File: src/rtl/segway_auth_pkg.sv
// Shared types, defaults and the rider-authorisation transition function
// for the BLE command receiver.
package segway_auth_pkg;

  localparam int unsigned BAUD_DIV_DEF = 5208;
  localparam logic [7:0]  GO_CMD_DEF   = 8'h47;
  localparam logic [7:0]  STOP_CMD_DEF = 8'h53;
  localparam int unsigned BAUD_CNT_W   = 16;
  localparam int unsigned BIT_CNT_W    = 3;

  typedef enum logic [1:0] {
    AUTH_OFF  = 2'd0,
    AUTH_PWR1 = 2'd1,
    AUTH_PWR2 = 2'd2
  } auth_state_t;

  typedef enum logic [1:0] {
    RX_IDLE,
    RX_START,
    RX_DATA,
    RX_STOP
  } rx_state_t;

  // Moves only on a received byte or a rider_off change; GO beats rider_off in PWR2.
  function automatic auth_state_t auth_next(input auth_state_t cur,
                                            input logic        rdy,
                                            input logic [7:0]  data,
                                            input logic        rider_off,
                                            input logic        rider_evt,
                                            input logic [7:0]  go_cmd,
                                            input logic [7:0]  stop_cmd);
    auth_state_t nxt;
    nxt = cur;
    if (rdy || rider_evt) begin
      case (cur)
        AUTH_OFF: begin
          if (rdy && (data == go_cmd)) nxt = AUTH_PWR1;
        end
        AUTH_PWR1: begin
          if (rdy && (data == stop_cmd)) nxt = rider_off ? AUTH_OFF : AUTH_PWR2;
        end
        AUTH_PWR2: begin
          if (rdy && (data == go_cmd)) nxt = AUTH_PWR1;
          else if (rider_off)          nxt = AUTH_OFF;
        end
        default: nxt = AUTH_OFF;
      endcase
    end
    return nxt;
  endfunction

endpackage

File: src/rtl/uart_rx_core.sv
// 8N1 LSB-first receiver: two-flop synchroniser, edge-history flop,
// mid-bit sampling from a reloading 16-bit down-counter.
module uart_rx_core
  import segway_auth_pkg::*;
#(
  parameter int unsigned BAUD_DIV = BAUD_DIV_DEF
) (
  input  logic       clk,
  input  logic       rst,
  input  logic       rx_i,
  output logic       rx_rdy_o,
  output logic [7:0] rx_data_o,
  output logic       frm_err_o
);

  localparam logic [BAUD_CNT_W-1:0] HALF_RELOAD = BAUD_CNT_W'(BAUD_DIV / 2 - 1);
  localparam logic [BAUD_CNT_W-1:0] FULL_RELOAD = BAUD_CNT_W'(BAUD_DIV - 1);

  logic                  rx_s1_q, rx_s2_q, rx_prev_q;
  rx_state_t             state_q;
  logic [BAUD_CNT_W-1:0] baud_cnt_q;
  logic [BIT_CNT_W-1:0]  bit_cnt_q;
  logic [7:0]            shift_q;
  logic [7:0]            rx_data_q;
  logic                  rx_rdy_q, frm_err_q;

  logic baud_zero;
  assign baud_zero = (baud_cnt_q == '0);

  always_ff @(posedge clk) begin
    if (rst) begin
      rx_s1_q    <= 1'b1;
      rx_s2_q    <= 1'b1;
      rx_prev_q  <= 1'b1;
      state_q    <= RX_IDLE;
      baud_cnt_q <= '0;
      bit_cnt_q  <= '0;
      shift_q    <= '0;
      rx_data_q  <= '0;
      rx_rdy_q   <= 1'b0;
      frm_err_q  <= 1'b0;
    end else begin
      rx_s1_q   <= rx_i;
      rx_s2_q   <= rx_s1_q;
      rx_prev_q <= rx_s2_q;
      rx_rdy_q  <= 1'b0;
      frm_err_q <= 1'b0;
      case (state_q)
        RX_IDLE: begin
          // Only a high-to-low transition starts a frame, so a break must release first.
          if (rx_prev_q && !rx_s2_q) begin
            baud_cnt_q <= HALF_RELOAD;
            state_q    <= RX_START;
          end
        end
        RX_START: begin
          if (!baud_zero) begin
            baud_cnt_q <= baud_cnt_q - BAUD_CNT_W'(1);
          end else if (rx_s2_q) begin
            state_q <= RX_IDLE;
          end else begin
            baud_cnt_q <= FULL_RELOAD;
            bit_cnt_q  <= '0;
            state_q    <= RX_DATA;
          end
        end
        RX_DATA: begin
          if (!baud_zero) begin
            baud_cnt_q <= baud_cnt_q - BAUD_CNT_W'(1);
          end else begin
            shift_q    <= {rx_s2_q, shift_q[7:1]};
            baud_cnt_q <= FULL_RELOAD;
            bit_cnt_q  <= bit_cnt_q + BIT_CNT_W'(1);
            if (bit_cnt_q == BIT_CNT_W'(7)) state_q <= RX_STOP;
          end
        end
        RX_STOP: begin
          if (!baud_zero) begin
            baud_cnt_q <= baud_cnt_q - BAUD_CNT_W'(1);
          end else begin
            if (rx_s2_q) begin
              rx_data_q <= shift_q;
              rx_rdy_q  <= 1'b1;
            end else begin
              frm_err_q <= 1'b1;
            end
            state_q <= RX_IDLE;
          end
        end
        default: state_q <= RX_IDLE;
      endcase
    end
  end

  assign rx_rdy_o  = rx_rdy_q;
  assign rx_data_o = rx_data_q;
  assign frm_err_o = frm_err_q;

endmodule

File: src/rtl/ble_auth_rx.sv
// BLE command receiver plus rider authorisation FSM that gates Segway power.
// Power drops only on STOP with no rider, or when the rider steps off in PWR2.
module ble_auth_rx
  import segway_auth_pkg::*;
#(
  parameter int unsigned BAUD_DIV = BAUD_DIV_DEF,
  parameter logic [7:0]  GO_CMD   = GO_CMD_DEF,
  parameter logic [7:0]  STOP_CMD = STOP_CMD_DEF
) (
  input  logic       clk,
  input  logic       rst,
  input  logic       RX,
  input  logic       rider_off,
  output logic       pwr_up,
  output logic       rx_rdy,
  output logic [7:0] rx_data,
  output logic       frm_err,
  output logic [1:0] auth_state
);

  logic        core_rdy;
  logic [7:0]  core_data;
  logic        core_frm_err;

  uart_rx_core #(
    .BAUD_DIV (BAUD_DIV)
  ) u_rx (
    .clk       (clk),
    .rst       (rst),
    .rx_i      (RX),
    .rx_rdy_o  (core_rdy),
    .rx_data_o (core_data),
    .frm_err_o (core_frm_err)
  );

  auth_state_t auth_q, auth_d;
  logic        rider_off_q;
  logic        pwr_up_q;

  always_comb begin
    auth_d = auth_next(auth_q, core_rdy, core_data, rider_off,
                       rider_off != rider_off_q, GO_CMD, STOP_CMD);
  end

  always_ff @(posedge clk) begin
    if (rst) begin
      auth_q      <= AUTH_OFF;
      rider_off_q <= 1'b0;
      pwr_up_q    <= 1'b0;
    end else begin
      auth_q      <= auth_d;
      rider_off_q <= rider_off;
      pwr_up_q    <= (auth_d != AUTH_OFF);
    end
  end

  assign pwr_up     = pwr_up_q;
  assign rx_rdy     = core_rdy;
  assign rx_data    = core_data;
  assign frm_err    = core_frm_err;
  assign auth_state = auth_q;

endmodule

File: config.mk
export PLATFORM = sky130hd
export DESIGN_NAME = ble_auth_rx
export DESIGN_NICKNAME = d
export VERILOG_FILES = /design/src/rtl/segway_auth_pkg.sv /design/src/rtl/uart_rx_core.sv /design/src/rtl/ble_auth_rx.sv
export SDC_FILE = /design/constraint.sdc
export NUM_CORES = 1
export LEC_CHECK = 0
export BUFFER_PORTS_ARGS = -buffer_cell sky130_fd_sc_hd__buf_4
export CORE_MARGIN = 10
export CORE_UTILIZATION = 29
export CTS_CLUSTER_DIAMETER = 200
export CTS_CLUSTER_SIZE = 20
export DETAILED_ROUTE_END_ITERATION = 7
export PLACE_DENSITY_LB_ADDON = 0.3
export SYNTH_ARGS = -nofsm -noshare
export SYNTH_HDL_FRONTEND = slang
export SYNTH_SLANG_ARGS = --single-unit
File: constraint.sdc
create_clock -name clk -period 2.3 [get_ports clk]
set_input_delay 0.345 -clock clk [delete_from_list [all_inputs] [get_ports clk]]
set_output_delay 0.345 -clock clk [all_outputs]
set_load 0.05 [all_outputs]
# --- Yosys cells after proc, flatten, opt, wreduce, memory -nomap -nowiden ---
# Cells that the tools add are included.
classes:
  eq_ne: 17
  n_mux: 26
  bitwise: 2
  reduce_logical: 16
  add_sub_neg: 2
op_table:
  columns: ["operator", "n"]
  rows:
  - ["$mux 16", 5]
  - ["$pmux 16 s4", 1]
  - ["$mux 2", 12]
  - ["$eq 8x7->1 const B", 2]
  - ["$logic_not 16->1", 1]
  - ["$sub 16x1->16 const B", 1]
  - ["$ne 2x1->1 const B", 5]
  - ["$mux 3", 3]
  - ["$pmux 2 s4", 1]
  - ["$eq 2x2->1 const B", 3]
  - ["$pmux 2 s3", 1]
  - ["$pmux 3 s2", 1]
  - ["$reduce_and 3->1", 2]
  - ["$reduce_and 5->1", 1]
  - ["$eq 2x1->1 const B", 2]
  - ["$logic_not 2->1", 2]
  - ["$ne 2x2->1 const B", 2]
  - ["$reduce_and 4->1", 1]
  - ["$reduce_bool 2->1", 2]
  - ["$add 3x1->3 const B", 1]
  - ["$eq 3x3->1 const B", 1]
  - ["$logic_and 1x1->1", 3]
  - ["$ne 3x3->1 const B", 1]
  - ["$reduce_or 3->1", 1]
  - ["other kinds (6)", 8]
word_totals:
  input_bits: 4
  register_bits: 46
  word_cells: 76

# --- Longest topological paths before layout ---
# Gate-level depths: netlist of run 1.
logic_depth:
  ltp_word: 6
  mapped_depth: 8
  mapped_depth_nobuf: 7

# --- Modules after synthesis ---
# From an unflattened synthesis of run 1, not the netlist that was laid out.
hier_totals:
  cells_unflattened: 266
  area_unflattened_um2: 2332.2
modules_own_cells:
  columns: ["mod", "seq_area_each_um2", "area_each_um2", "instances", "cells_per_inst"]
  rows:
  - ["uart_rx_core", 840.8, 2080.7, 1, 239]
  - ["ble_auth_rx", 80.1, 251.5, 1, 27]

# --- Least setup slack after synthesis of run 1 ---
# No wires, ideal clock.
synth_path:
  kind: "reg2reg"
  start: "register u_rx.state_q[0]"
  end: "register u_rx.baud_cnt_q[12]"
  path_stages_with_launch: 8
  setup_ns: 0.101
  arrival_ns: 1.796
  t_required_ns: 2.199
  setup_slack_ns: 0.403
  path_cell_list: "dfxtp_1 -> inv_1 -> ha_1 -> nor2_1 -> nor2_1 -> a21boi_0 -> o21ai_0 -> o41ai_1"
synth_between:
  elab_chain_len: 3
  word_cells_on_any_way: 9
  cone_classes: "eq/ne (6); mux (1); reduce/logical (2)"
synth_lines:
  columns: ["element", "line_no", "source"]
  rows:
  - ["start: declaration", "uart_rx_core.sv:20", "rx_state_t state_q;"]
  - ["start signal: assignment", "uart_rx_core.sv:35", "state_q <= RX_IDLE;"]
  - ["start signal: assignment", "uart_rx_core.sv:53", "state_q <= RX_START;"]
  - ["start signal: assignment", "uart_rx_core.sv:60", "state_q <= RX_IDLE;"]
  - ["$eq 2x1->1 (tied with other cells)", "uart_rx_core.sv:48", "case (state_q)"]
  - ["$ne 3x3->1 (no source line) (tied with other cells)", null, null]
  - ["$reduce_and 3->1 (no source line)", null, null]
  - ["end signal: assignment", "uart_rx_core.sv:58", "baud_cnt_q <= baud_cnt_q - BAUD_CNT_W'(1);"]
  - ["end signal: assignment", "uart_rx_core.sv:69", "baud_cnt_q <= baud_cnt_q - BAUD_CNT_W'(1);"]
  - ["end signal: assignment", "uart_rx_core.sv:79", "baud_cnt_q <= baud_cnt_q - BAUD_CNT_W'(1);"]
  - ["end: declaration", "uart_rx_core.sv:21", "logic [BAUD_CNT_W-1:0] baud_cnt_q;"]
# Parallel ways exist; a longest one is shown, timed or not.
# A chain may end at the register's enable or synchronous reset.

# --- Final worst setup path of run 1 ---
layout_path:
  start: "register u_rx.baud_cnt_q[0]"
  end: "register u_rx.baud_cnt_q[3]"
layout_between:
  elab_chain_len: 3
  word_cells_on_any_way: 9
  cone_classes: "add/sub (1); eq/ne (2); mux (4); reduce/logical (2)"
layout_lines:
  columns: ["element", "line_no", "source"]
  rows:
  - ["$sub 16x1->16 or $logic_not 16->1 (tied branches)", null, null]
  - ["$mux 16 (tied with other cells)", "uart_rx_core.sv:78", "if (!baud_zero) begin"]
  - ["$pmux 16 s4 or $reduce_and 3->1 (tied branches)", null, null]
# Parallel ways exist; a longest one is shown, timed or not. The select of a mux whose other input is x is not followed.

==> results of run 1 <==
[worst max path at each step]
stage | slack [ns] | cells after the start | end | start
final | 0.15 | 8 | u_rx.baud_cnt_q[3] | u_rx.baud_cnt_q[0]
after global routing | 0.01 | 6 | u_rx.baud_cnt_q[7] | u_rx.state_q[0]
after CTS | 0.07 | 7 | u_rx.baud_cnt_q[11] | u_rx.baud_cnt_q[0]
after detailed placement | 0.07 | 7 | u_rx.baud_cnt_q[11] | u_rx.baud_cnt_q[0]
after global placement | 0.18 | 7 | u_rx.baud_cnt_q[11] | u_rx.baud_cnt_q[0]
after floorplan | 0.40 | 7 | u_rx.baud_cnt_q[12] | u_rx.state_q[0]
[flip-flops by register name, indices dropped and copies added, names as in the netlist, named ones only]
register,flops
auth_state,2
pwr_up,1
rider_off_q,1
u_rx.baud_cnt_q,16
u_rx.bit_cnt_q,3
u_rx.frm_err_o,1
u_rx.rx_data_o,8
u_rx.rx_prev_q,1
u_rx.rx_rdy_o,1
u_rx.rx_s1_q,1
u_rx.rx_s2_q,1
u_rx.shift_q,8
u_rx.state_q,1
[layout by cell type, fill, tap and decap left out, types with 4 or more instances in the layout]
| cell | Yosys | routed |
|---|---|---|
| dfxtp_1 | 46 | 46 |
| nand2_1 | 42 | 42 |
| buf_4 | 0 | 29 |
| a21oi_1 | 26 | 26 |
| nor2_1 | 17 | 17 |
| nor3_1 | 10 | 10 |
| inv_1 | 9 | 9 |
| o21ai_0 | 8 | 8 |
| ha_1 | 8 | 8 |
| nand3_1 | 6 | 6 |
| clkbuf_8 | 0 | 5 |
| o211ai_1 | 4 | 4 |
| or2_2 | 4 | 4 |
[timing repair]
item / CTS / global route
endpoints found under the hold margin: 0 / 0
setup endpoints to repair: 0 / 4
hold buffers: 0 / 0
setup buffers: 0 / 5
[synth_stat cells, drive strengths merged (2+ instances only)]
library cell | n | area, µm²
o41ai | 2 | 17.5
ha | 8 | 100
or2 | 5 | 31.3
o21ai | 11 | 66.3
nand3 | 6 | 30.0
inv | 9 | 33.8
nand4 | 5 | 52.6
nor3 | 11 | 60.1
dfxtp | 46 | 921
a21oi | 29 | 156
xor2 | 3 | 26.3
o211ai | 4 | 30.0
clkbuf | 6 | 22.5
o21ba | 2 | 20.0
a21boi | 3 | 22.5
nor4 | 4 | 61.3
and3 | 2 | 13.8
nand2b | 3 | 26.3
or4 | 3 | 27.5
a221oi | 2 | 23.8
o21a | 3 | 22.5
nor3b | 3 | 22.5
a41oi | 3 | 26.3
o31a | 2 | 18.8
a211oi | 2 | 20.0
o22ai | 3 | 18.8
nand2 | 42 | 158
a31oi | 2 | 12.5
or4b | 2 | 20.0
buf | 5 | 43.8
nor2 | 18 | 70.1
or3 | 3 | 18.8
a311oi | 3 | 26.3
[where the power goes]
group | switching [mW] | total, mW | internal, mW | leakage, nW
clock network | 0.303 | 0.520 | 0.218 | 0.0408
logic | 0.824 | 1.44 | 0.612 | 0.626
registers | 0.126 | 1.01 | 0.883 | 0.373
[kinds of logic after synthesis]
family                   share of synthesized area
AND/OR/NAND/NOR                              0.282
XOR/XNOR                                    0.0145
buffers and inverters                       0.0414
flip-flops                                   0.381
adder cells (fa/ha/maj)                     0.0415
multiplexers                               0.00415
AO/OA/AOI/OAI                                0.235
[per-stage QoR]
step | power (mW) | utilization | hold WS (ns)
finish | 2.96 | 0.344 | 0.220
global route | 3.17 | 0.344 | 0.216
CTS | 2.90 | 0.338 | 0.213
detailed placement | 2.37 | 0.326 | 0.398
global placement | 2.37 | 0.326 | 0.392
floorplan | 2.10 | - | 0.389
[worst register-to-register path, cell delays in order (launching register included)]
cell and delay (ns):
dfxtp_1 0.34, inv_1 0.14, ha_1 0.19, nor4b_2 0.29
nand4_2 0.27, o21ai_4 0.39, buf_4 0.20, nor3_1 0.05
o21a_1 0.18
[layer usage]
metal / track usage / vias to the layer above
met4: 0.0351 / 0
met1: 0.118 / 1015
met3: 0.0211 / 6
met2: 0.138 / 50
met5: 0 / -
li1: - / 1054
[layout make-up]
| class | count | share of cell area |
|---|---|---|
| clock buffers | 5 | 0.0245 |
| inverters | 9 | 0.0120 |
| well taps | 105 | 0.0467 |
| multi-input cells | 207 | 0.496 |
| repair buffers | 30 | 0.0846 |
| flip-flops and latches | 46 | 0.328 |
| clock inverters | 3 | 0.00846 |
==> results.yml, run 1 <==
setup_path:
  worst-path-max-fanout: 10
  worst_ep_required_time_ns: 2.50
  cp-start-kind: "flop"
  cp_cell_sequence: "inv_1 > ha_1 > nor4b_2 > nand4_2 > o21ai_4 > buf_4 > nor3_1 > o21a_1"
  worst-setup-path-type: "flop to flop"
  timing.critical_path.max_delay_family: "simple AND/OR/NAND/NOR gates"
  critical_path.reg2reg.endpoint: "u_rx.baud_cnt_q[3]"
  timing.critical_path.arrival_ns: 2.35
  critPathBufInv: 2
  rrSetupSlack_ns: 0.15
  reg2reg_depth: 8
  endpoint_kind: "flop"
  critical_path.slowest_cell: "o21ai_4"
  critical-path-max-stage-delay_ns: 0.39
  worst_r2r_startpoint: "u_rx.baud_cnt_q[0]"
global_routing:
  first_global_vias: 1951
  grt_max_degree: 22
  grt_util_all_layers: 0.0898
  grt_pass1_wl_um: 9620
  grt_overflow_total: 0
  initial_antenna_violation_count: 0
drt:
  drt_drc_violations_left: 0
  final_wirelength_um: 5860
  vias: 2125
  wl_met2_um: 2650
  route.antenna.remaining_nets: 0
  wl_met3_um: 287
  wire_per_inst_um: 14.5
  drt-vias-per-instance: 5.25
  drt-met1-wl_um: 2850
  firstDrtPassIters: 4
  drtIter0Drc: 160
  routed.top_layer: "met4"
sta:
  maxClockFrequency_mhz: 465
  timing_worst_slew_pin_value_ns: 0.467
  setup_viol_count_final: 0
  period_needed_ns: 2.15
  rsz0062_at_grt: "no"
  slew_violations: 0
  timing.setup.tns_ns: 0
  postLayoutSetupSlackWorst_ns: 0.149
  clock_skew_ns: 0.0100
  hold_viol: 0
  period_share: 0.935
  slew-limit-headroom: 0.689
die:
  floorplan.io_pins: 17
  start_util: 0.295
  die_w_um: 111
  die_height_um: 111
  die-area_um2: 12400
  placeableCoreArea_um2: 8180
  core.rowCount: 33
synth:
  synth-edff-count: 0
  ys.flop_type: "dfxtp_1"
  synth_seq_cells: 46
  postSynth.asyncResetShare: 0
  syn_nets: 285
  synth_area_per_cell_um2: 8.85
  ys_types: 70
  synthesis.yosys.warnings: 0
  synth.yosys.seq_area_share: 0.381
  gate_count_after_technology_mapping: 273
  post_synth_instance_area_um2: 2410
place:
  dp.cells: 392
  dpl_worst_slack_ns: 0.0721
  placedInstanceArea_um2: 2670
  port-buffer-count: 16
  gp_routability_congestion: 0.849
  detailed_place_hpwl_um: 4130
layout:
  layout-drive-gt1-share: 0.223
  area_delta_synth_final_pct: 16.4
  n_fill_cell: 868
  finish.cell_count_without_fillers: 405
  multiInputGateArea_um2: 1390
  ff_latch_area_um2: 921
  antennaDiodeCount: 0
  postLayoutCellArea_um2: 2810
  finalNetCount: 311
worst_hold_path:
  worstHoldEndpoint: "u_rx.rx_s1_q"
  hold_start: "RX"
  worstHoldPathType: "input pin to flop"
  min_delay_path_depth: 2
clocking:
  cts-root-buf: "clkbuf_8"
  cts_max_level: 2
  post_cts_resize_count: 0
  clk_pin_slew_worst_paths_ns: 0.09
  cts_tree: "yes"
  cts-root-to-sink-buffers: 2
  numCtsBuffers: 5
  clock_sinks: 46
  clock_latency_ns: 0.31
status:
  run_status: "completed"
pwr:
  peak_ir_drop_on_the_vdd_network_uv: 387
  p_per_area_nw_per_um2: 1060
  leak_nw: 1.04
flow_run:
  timing.max_cap.violations: 0
(Power assumes the default switching activity.)
==> inputs of run 2 (changes only) <==
--- a/config.mk
+++ b/config.mk
@@ -11,7 +11,6 @@
 export CTS_CLUSTER_DIAMETER = 200
 export CTS_CLUSTER_SIZE = 20
 export DETAILED_ROUTE_END_ITERATION = 7
-export PLACE_DENSITY_LB_ADDON = 0.3
 export SYNTH_ARGS = -nofsm -noshare
 export SYNTH_HDL_FRONTEND = slang
 export SYNTH_SLANG_ARGS = --single-unit
==> run 2 against run 1 <==
Compared with the run above:
- combinational power is 6% lower
- cell area fell by 1.6%
- clock power is 3% lower
- total power fell by 2.6%
- routed wire length is 1.6% lower
- maximum frequency grew 1.5%
- first-iteration DRC count down 27%
- register-to-register slack improved by 0.03 ns
- worst setup slack gained 0.031 ns
- global-route usage about the same
==> results.yml, run 2 (synthesized netlist as in run 1, its figures left out) <==
status:
  run_status: "completed"
place:
  port-buffer-count: 16
  gp_routability_congestion: 0.848
  detailed_place_hpwl_um: 4220
layout:
  largest_register_ffs: 16
  core_occupancy_in_the_finished_layout: 0.338
  layout.cells.most_common_list: "dfxtp_1, nand2_1, a21oi_1, buf_4, nor2_1"
  layout.cells.most_common: "dfxtp_1"
  registers.top_by_ff_count: "u_rx.baud_cnt_q"
  area_delta_synth_final_pct: 14.5
  layout-drive-gt1-share: 0.213
  finalNetCount: 307
  antennaDiodeCount: 0
drt:
  drtIter0Drc: 117
  drt-vias-per-instance: 5.18
  final_wirelength_um: 5770
  firstDrtPassIters: 4
  route.antenna.remaining_nets: 0
  wire_per_inst_um: 14.4
  drt_drc_violations_left: 0
  vias: 2079
sta:
  timing.setup.tns_ns: 0
  timing_worst_slew_pin_value_ns: 0.520
  maxClockFrequency_mhz: 472
  hold_viol: 0
  rsz0062_at_grt: "no"
  slew_violations: 0
  clock_skew_ns: 0.00587
  setup_viol_count_final: 0
  period_needed_ns: 2.12
  period_share: 0.922
  slew-limit-headroom: 0.652
die:
  floorplan.io_pins: 17
  die-area_um2: 12400
  placeableCoreArea_um2: 8180
  start_util: 0.295
  die_w_um: 111
  core.rowCount: 33
  die_height_um: 111
worst_hold_path:
  min_delay_path_depth: 2
  worstHoldPathType: "input pin to flop"
  worstHoldEndpoint: "u_rx.rx_s1_q"
  hold_start: "RX"
pwr:
  netSwitchingFraction: 0.427
  power.sequential.fraction: 0.355
  peak_ir_drop_on_the_vdd_network_uv: 308
  power.net_switching_mw: 1.23
  power_frac_clock: 0.175
  leak_nw: 1.02
  power_report.internal_total_mw: 1.66
  p_per_area_nw_per_um2: 1040
  pwr-share-comb: 0.470
clocking:
  clk_pin_slew_worst_paths_ns: 0.09
  post_cts_resize_count: 0
  clock_latency_ns: 0.30
  cts.repair_timing.setup_buffer_count: 0
  cts-root-to-sink-buffers: 2
  cts-root-buf: "clkbuf_8"
  numCtsBuffers: 5
  cts-hold-fix-buffers: 0
  clock_sinks: 46
  cts_tree: "yes"
  cts_max_level: 2
global_routing:
  grt_overflow_total: 0
  grt_pass1_wl_um: 9680
  first_global_vias: 1978
  grt_max_degree: 23
  initial_antenna_violation_count: 0
  grt_util_all_layers: 0.0897
setup_path:
  worst_r2r_startpoint: "u_rx.baud_cnt_q[0]"
  cp-start-kind: "flop"
  rrSetupSlack_ns: 0.18
  worst-path-max-fanout: 18
  reg2reg_depth: 7
  worst_ep_required_time_ns: 2.55
  endpoint_kind: "flop"
  critical_path.reg2reg.endpoint: "u_rx.baud_cnt_q[14]"
  worst-setup-path-type: "flop to flop"
  timing.critical_path.arrival_ns: 2.37
flow_run:
  timing.max_cap.violations: 0
[run 2: cell count changes in the layout (fill, tap and decap cells not counted), sizes merged]
cell,delta
buf,-4
clkinv,+2
clkinvlp,-1
inv,-1
[run 2: final cells by class]
cell class                      instances  area (µm²)
Timing Repair Buffer                   26         195
Inverter                                9        33.8
Multi-Input combinational cell        207        1390
Fill cell                             858        5410
Tap cell                              105         131
Clock inverter                          3        21.3
Sequential cell                        46         921
Clock buffer                            5        68.8
[run 2: power groups by stage]
stage	clock [mW]	combinational (mW)	sequential, mW
after floorplan	0	1.09	1.01
after global placement	0	1.32	1.04
after detailed placement	0	1.34	1.04
after CTS	0.524	1.34	1.02
after global routing	0.551	1.48	1.04
final	0.506	1.36	1.02
[run 2: worst max-delay path by stage]
stage                                     end          startpoint  slack [ns]  cells after the start
after floorplan           u_rx.baud_cnt_q[12]     u_rx.state_q[0]        0.40                      7
after global placement    u_rx.baud_cnt_q[14]  u_rx.baud_cnt_q[0]        0.29                      8
after detailed placement  u_rx.baud_cnt_q[11]  u_rx.baud_cnt_q[0]        0.23                      7
after CTS                 u_rx.baud_cnt_q[11]  u_rx.baud_cnt_q[0]        0.21                      7
after global routing      u_rx.baud_cnt_q[14]  u_rx.baud_cnt_q[0]        0.01                      7
final                     u_rx.baud_cnt_q[14]  u_rx.baud_cnt_q[0]        0.18                      7
[run 2: layer usage]
metal  up-vias  track usage  wire length, µm
met4         0       0.0351               99
met3         9       0.0141              179
li1       1046            -                -
met5         -            0                0
met2        37        0.143             2670
met1       987        0.118             2810
[run 2: worst max-delay path: stages, from the launching register on]
cell and delay, ns:
dfxtp_1 0.34, inv_1 0.13, ha_1 0.18, nor4b_2 0.27, nand4_2 0.19, o21ai_4 0.49, a2bb2oi_2 0.21, o21ba_1 0.26
[run 2: stage by stage]
step                      power, mW  setup slack [ns]  instances  instance area (µm²)  hold WS (ns)
after global placement         2.36             0.287        393                 2680         0.392
after detailed placement       2.38             0.228        393                 2680         0.398
after global routing           3.07            0.0112        401                 2770         0.223
after floorplan                2.10             0.403        273                 2410         0.389
after CTS                      2.89             0.209        401                 2770         0.221
final                          2.89             0.180        401                 2770         0.228
